File: src/rtl/game_pkg.sv
// Shared definitions for the game-status LED path: mode encodings, status decode
// and channel masks used to build the default colours.
package game_pkg;

    typedef enum logic [1:0] {
        MODE_OFF    = 2'd0,
        MODE_SOLID  = 2'd1,
        MODE_BLINK  = 2'd2,
        MODE_BREATH = 2'd3
    } mode_e;

    // Channel on/off masks ordered {red, green, blue}; expanded to R bits at the top.
    localparam logic [2:0] RGB_RED    = 3'b100;
    localparam logic [2:0] RGB_GREEN  = 3'b010;
    localparam logic [2:0] RGB_BLUE   = 3'b001;
    localparam logic [2:0] RGB_YELLOW = 3'b110;

    function automatic mode_e decode_mode(input logic [3:0] win,
                                          input logic [3:0] tie,
                                          input logic [1:0] player);
        mode_e m;
        if (win != 4'd0) begin
            m = MODE_BLINK;
        end else if (tie != 4'd0) begin
            m = MODE_BREATH;
        end else if (player == 2'd1 || player == 2'd2) begin
            m = MODE_SOLID;
        end else begin
            m = MODE_OFF;
        end
        return m;
    endfunction

endpackage

File: src/rtl/pwm_channel.sv
// One PWM colour channel: duty is captured only on the frame tick so a frame is
// never cut short or stretched, and the output is registered.
module pwm_channel #(
    parameter int R = 8
) (
    input  logic         clk,
    input  logic         reset,
    input  logic [R-1:0] cnt,
    input  logic         frame_tick,
    input  logic [R-1:0] duty_target,
    output logic         led
);

    logic [R-1:0] duty_q;
    logic         led_q;

    always_ff @(posedge clk) begin
        if (reset) begin
            duty_q <= '0;
            led_q  <= 1'b0;
        end else begin
            if (frame_tick) begin
                duty_q <= duty_target;
            end
            // Uses the duty in force for the current count, so the new duty starts at cnt == 0.
            led_q <= (cnt < duty_q);
        end
    end

    assign led = led_q;

endmodule

File: src/rtl/rgb_status_pwm.sv
// Game-status RGB LED controller: decodes win/tie/player into a display mode and
// drives three frame-synchronous PWM channels (solid, blink and breathing effects).
module rgb_status_pwm
    import game_pkg::*;
#(
    parameter int           R         = 8,
    parameter logic [3*R-1:0] P1_RGB  = {{R{RGB_BLUE[2]}},   {R{RGB_BLUE[1]}},   {R{RGB_BLUE[0]}}},
    parameter logic [3*R-1:0] P2_RGB  = {{R{RGB_RED[2]}},    {R{RGB_RED[1]}},    {R{RGB_RED[0]}}},
    parameter logic [3*R-1:0] WIN_RGB = {{R{RGB_GREEN[2]}},  {R{RGB_GREEN[1]}},  {R{RGB_GREEN[0]}}},
    parameter logic [3*R-1:0] TIE_RGB = {{R{RGB_YELLOW[2]}}, {R{RGB_YELLOW[1]}}, {R{RGB_YELLOW[0]}}},
    parameter int           BLINK_DIV = 64,
    parameter int           FADE_DIV  = 1
) (
    input  logic       clk,
    input  logic       reset,
    input  logic [3:0] win_state,
    input  logic [3:0] tie_state,
    input  logic [1:0] player_sel,
    output logic       red_LED,
    output logic       green_LED,
    output logic       blue_LED,
    output logic [1:0] mode,
    output logic       frame_tick
);

    localparam int BW = $clog2(BLINK_DIV + 1);
    localparam int FW = $clog2(FADE_DIV + 1);
    localparam logic [BW-1:0] BLINK_RELOAD = BW'(BLINK_DIV - 1);
    localparam logic [FW-1:0] FADE_RELOAD  = FW'(FADE_DIV - 1);
    localparam logic [R-1:0]  LEVEL_MAX    = '1;

    logic [R-1:0]  cnt_q;
    mode_e         mode_q, mode_d;
    logic [BW-1:0] blink_cnt_q, blink_cnt_d;
    logic          phase_q, phase_d;
    logic [FW-1:0] fade_cnt_q, fade_cnt_d;
    logic [R-1:0]  level_q, level_d;
    logic          dir_down_q, dir_down_d;

    logic          tick_w;
    logic          entering_w;
    logic [R-1:0]  duty_tgt [3];
    logic [2:0]    led_w;

    assign tick_w     = (cnt_q == LEVEL_MAX);
    assign mode_d     = decode_mode(win_state, tie_state, player_sel);
    assign entering_w = (mode_d != mode_q) &&
                        ((mode_d == MODE_BLINK) || (mode_d == MODE_BREATH));

    // Effect timers are down-counters stepped by frame ticks; a fresh entry into an
    // animated mode restarts the animation from its visible "on"/dark-start point.
    always_comb begin
        blink_cnt_d = blink_cnt_q;
        phase_d     = phase_q;
        fade_cnt_d  = fade_cnt_q;
        level_d     = level_q;
        dir_down_d  = dir_down_q;
        if (entering_w) begin
            blink_cnt_d = BLINK_RELOAD;
            phase_d     = 1'b1;
            fade_cnt_d  = FADE_RELOAD;
            level_d     = '0;
            dir_down_d  = 1'b0;
        end else if (tick_w) begin
            if (blink_cnt_q == '0) begin
                blink_cnt_d = BLINK_RELOAD;
                phase_d     = ~phase_q;
            end else begin
                blink_cnt_d = blink_cnt_q - 1'b1;
            end
            if (fade_cnt_q == '0) begin
                fade_cnt_d = FADE_RELOAD;
                if (!dir_down_q) begin
                    if (level_q == LEVEL_MAX) begin
                        dir_down_d = 1'b1;
                        level_d    = level_q - 1'b1;
                    end else begin
                        level_d    = level_q + 1'b1;
                    end
                end else begin
                    if (level_q == '0) begin
                        dir_down_d = 1'b0;
                        level_d    = level_q + 1'b1;
                    end else begin
                        level_d    = level_q - 1'b1;
                    end
                end
            end else begin
                fade_cnt_d = fade_cnt_q - 1'b1;
            end
        end
    end

    always_ff @(posedge clk) begin
        if (reset) begin
            cnt_q       <= '0;
            mode_q      <= MODE_OFF;
            blink_cnt_q <= BLINK_RELOAD;
            phase_q     <= 1'b1;
            fade_cnt_q  <= FADE_RELOAD;
            level_q     <= '0;
            dir_down_q  <= 1'b0;
        end else begin
            cnt_q       <= cnt_q + 1'b1;
            mode_q      <= mode_d;
            blink_cnt_q <= blink_cnt_d;
            phase_q     <= phase_d;
            fade_cnt_q  <= fade_cnt_d;
            level_q     <= level_d;
            dir_down_q  <= dir_down_d;
        end
    end

    // Channel index 0 = blue, 1 = green, 2 = red, matching the {red,green,blue} packing.
    always_comb begin
        for (int c = 0; c < 3; c++) begin
            duty_tgt[c] = '0;
            case (mode_q)
                MODE_SOLID: begin
                    if (player_sel == 2'd2) begin
                        duty_tgt[c] = P2_RGB[c*R +: R];
                    end else begin
                        duty_tgt[c] = P1_RGB[c*R +: R];
                    end
                end
                MODE_BLINK: begin
                    if (phase_q) begin
                        duty_tgt[c] = WIN_RGB[c*R +: R];
                    end
                end
                MODE_BREATH: begin
                    duty_tgt[c] = R'(((2*R)'(TIE_RGB[c*R +: R]) * (2*R)'(level_q)) >> R);
                end
                default: duty_tgt[c] = '0;
            endcase
        end
    end

    for (genvar g = 0; g < 3; g++) begin : g_chan
        pwm_channel #(.R(R)) u_chan (
            .clk         (clk),
            .reset       (reset),
            .cnt         (cnt_q),
            .frame_tick  (tick_w),
            .duty_target (duty_tgt[g]),
            .led         (led_w[g])
        );
    end

    assign blue_LED   = led_w[0];
    assign green_LED  = led_w[1];
    assign red_LED    = led_w[2];
    assign mode       = mode_q;
    assign frame_tick = tick_w;

endmodule

File: config.mk
export PLATFORM = sky130hd
export DESIGN_NAME = rgb_status_pwm
export DESIGN_NICKNAME = d
export VERILOG_FILES = /design/src/rtl/game_pkg.sv /design/src/rtl/pwm_channel.sv /design/src/rtl/rgb_status_pwm.sv
export SDC_FILE = /design/constraint.sdc
export NUM_CORES = 1
export LEC_CHECK = 0
export ABC_CLOCK_PERIOD_IN_PS = 4100
export CAP_MARGIN = 20
export CORE_MARGIN = 2
export CORE_UTILIZATION = 52
export DETAILED_ROUTE_END_ITERATION = 10
export GPL_ROUTABILITY_DRIVEN = 0
export PLACE_DENSITY = 0.76
export SYNTH_ARGS = -nofsm -noshare
export SYNTH_HDL_FRONTEND = slang
export SYNTH_SLANG_ARGS = --single-unit
export TNS_END_PERCENT = 10
File: constraint.sdc
create_clock -name clk -period 4.1 [get_ports clk]
set_clock_uncertainty 0.1 [all_clocks]
set_input_delay 1.23 -clock clk [delete_from_list [all_inputs] [get_ports clk]]
set_output_delay 1.23 -clock clk [all_outputs]
set_load 0.01 [all_outputs]
==> flow_summary.toml <==
[run_status]
status = "complete, but fails checks"
violations = "setup timing"

[layout]
layout.nets = 601
post-route-util_pct = 67.8
drive_gt1_share_pct = 23.1
n_fill_cell = 569
syn2layout_area_growth_pct = 24.8
antenna_cells = 0
final_area_um2 = 5000

[floorplan]
die_area_um2 = 8420
core_area_um2 = 7370
start_util_pct = 54.3
ioPinCount = 18
rows = 31
die_h_um = 91.7
die_w_um = 91.7

[clocking]
cts_buffers = 5
clk_latency_ns = 0.31
cts_root_buf = "clkbuf_8"
clock_path_buffers = 2
cts.sinks = 47
h-tree-depth = 2
clk_pin_slew_worst_paths_ns = 0.09
cts_hold_buf = 0
cts_tree = "built"

[power]
p_seq_share_pct = 53.4
clkPwrFrac_pct = 39.5
power.internal_uw = 678
power.switching_uw = 199
p_leak_uw = 0.00226
finalPower_uw = 878
combPwrFrac_pct = 7.2
irDropWorstVdd_mv = 0.110
p_per_area_nw_per_um2 = 176
swShare_pct = 22.7

[global_routing]
antenna_found_initial = 0
grt_pass1_wl_um = 15200
grt_usage_pct = 21.8
overflow = 0
grt_pass1_vias = 3363
grt_max_degree = 27

[sta]
tightest_slew_ns = 1.03
setup_tns_ns = -1.25
grt_setup_unrepaired = "true"
post-route-period-util_pct = 105
slew_violations = 0
hold_viol = 0
relSlewSlack_pct = 31.1
fmax_mhz = 233
setup_slack_ns = -0.189
period_minus_slack_ns = 4.29
finalSetupViolations = 12

[yosys]
synthFlopType = "dfxtp_1"
synth_area_um2 = 4000
synth_top_cell_area_share_pct = 23.5
synthTopCellsByCount = "69 x inv_1, 67 x ha_1, 47 x dfxtp_1"
ys_top_cells_by_area = "dfxtp_1 24%, ha_1 21%, fa_1 11%"
synth.largest_area_cell = "dfxtp_1"
synth_seq_cells = 47
synth-seq-area-share_pct = 23.5
ys.warnings.count = 0
synth_edf_count = 0
synth.distinct_cells = 55
yosysMostFrequentCell = "inv_1"
syn_avg_cell_area_um2 = 9.08
synth_nets = 541
async_flop_share_pct = 0
syn-instance-count = 441

[placed_design]
place_hpwl_um = 6840
portBuffers = 17
dp_slack_ns = -0.267
placed_area_um2 = 4650

[worst_setup_path]
path_depth = 15
cp-end-kind = "register"
required_ns = 4.19
path_class = "register to register"
cpPeakStageDelay_ns = 0.58
crit_slowest_cell = "fa_2"
worst_setup_path_start_kind = "register"
arrival_ns = 4.38
crit_fanout = 5
crit_path_cell_trace = "inv_4 -> fa_2 -> inv_4 -> fa_2 -> fa_1 -> inv_2 -> fa_1 -> inv_2 -> ha_4 -> or3_1 -> o2111ai_1 -> o211ai_1 -> xor2_1 -> buf_4 -> o221a_2"
r2r_cells = 15
critical_path_buf_inv_count = 5
cpLargestDelayFamily = "adder cells"

[route]
drt_iter0_drc = 146
drtAntennaViolNets = 0
avgRoutedWirePerCell_um = 15.4
drc_errors = 0
viasPerCell = 5.62
firstDrtPassIters = 5
routed_wl_um = 9260
vias = 3375

[job]
drv_cap = 0

[min_path]
hold_class = "register to register"
worstHoldPathCells = 1
[state kept, by name, indices dropped and copies added, names as in the netlist]
| register | cells |
|---|---|
| dir_down_q | 1 |
| blink_cnt_q | 7 |
| cnt_q | 8 |
| g_chan.u_chan.duty_q | 17 |
| mode | 2 |
| phase_q | 1 |
| g_chan.u_chan.led | 3 |
| level_q | 8 |
[power groups by stage]
stage          Sequential (µW)  Clock (µW)  Combinational, µW
2_1_floorplan              479           0               32.8
3_3_place_gp               478           0               59.8
3_5_place_dp               479           0               61.2
4_1_cts                    468         355               61.9
5_1_grt                    469         372               68.4
6_report                   468         346               63.0
[cell usage in the layout (no fill, tap or decap), types with 6 or more instances in the layout]
cell type	count
ha_4	6
buf_4	46
inv_2	6
fa_1	18
or3_1	7
dfxtp_1	42
nor2_1	15
xor2_1	9
a21oi_1	10
nand2_1	32
a21o_1	10
inv_1	61
xnor2_1	11
nand3_1	7
nor4_1	6
a221oi_2	6
o21ai_0	13
clkdlybuf4s50_1	17
nand4_1	6
ha_1	59
[through the flow]
stage                     std cells  hold WS, ns
final                           601        0.363
after global routing            601        0.395
after CTS                       599        0.367
after detailed placement        590        0.354
after global placement          590        0.344
after floorplan                 441        0.338
[area by class of cell]
cell class	count	area [µm²]	share of cell area (%)
tap	99	124	2.48
timing repair buffer	63	515	10.3
clock inverter	3	43.8	0.876
inverter	70	269	5.38
clock buffer	5	68.8	1.38
multi-input combinational	314	3030	60.6
sequential	47	950	19.0
[what timing repair did]
action	in CTS	in global routing
hold endpoints to repair	0	0
cloned	0	0
setup endpoints to repair	13	16
gates resized for setup	11	26
buffers inserted	1	2
pin swaps	11	18
[final timing paths]
kind	startpoint	end	slack, ns
max	level_q[4]	g_chan[1].u_chan.duty_q[4]	-0.19
min	blink_cnt_q[6]	blink_cnt_q[6]	0.36
max reg2reg	level_q[4]	g_chan[1].u_chan.duty_q[4]	-0.19
min reg2reg	blink_cnt_q[6]	blink_cnt_q[6]	0.36
[kinds of logic after synthesis]
group / share of synthesized area [%]
AND/OR/NAND/NOR: 15.0
adder cells (fa/ha/maj): 31.4
AO/OA/AOI/OAI: 16.0
buffers and inverters: 7.62
flip-flops: 23.5
XOR/XNOR: 4.59
multiplexers: 1.81
[metal layers]
| layer | vias to the layer above | global-route usage (%) | part of all wire (%) |
|---|---|---|---|
| met5 | - | 0 | 0 |
| met4 | 0 | 8.33 | 2.0 |
| met3 | 17 | 3.12 | 3.5 |
| met2 | 60 | 37.2 | 50 |
| met1 | 1636 | 28.0 | 45 |
| li1 | 1662 | - | - |
No activity file was read; power rests on OpenSTA's default activity.
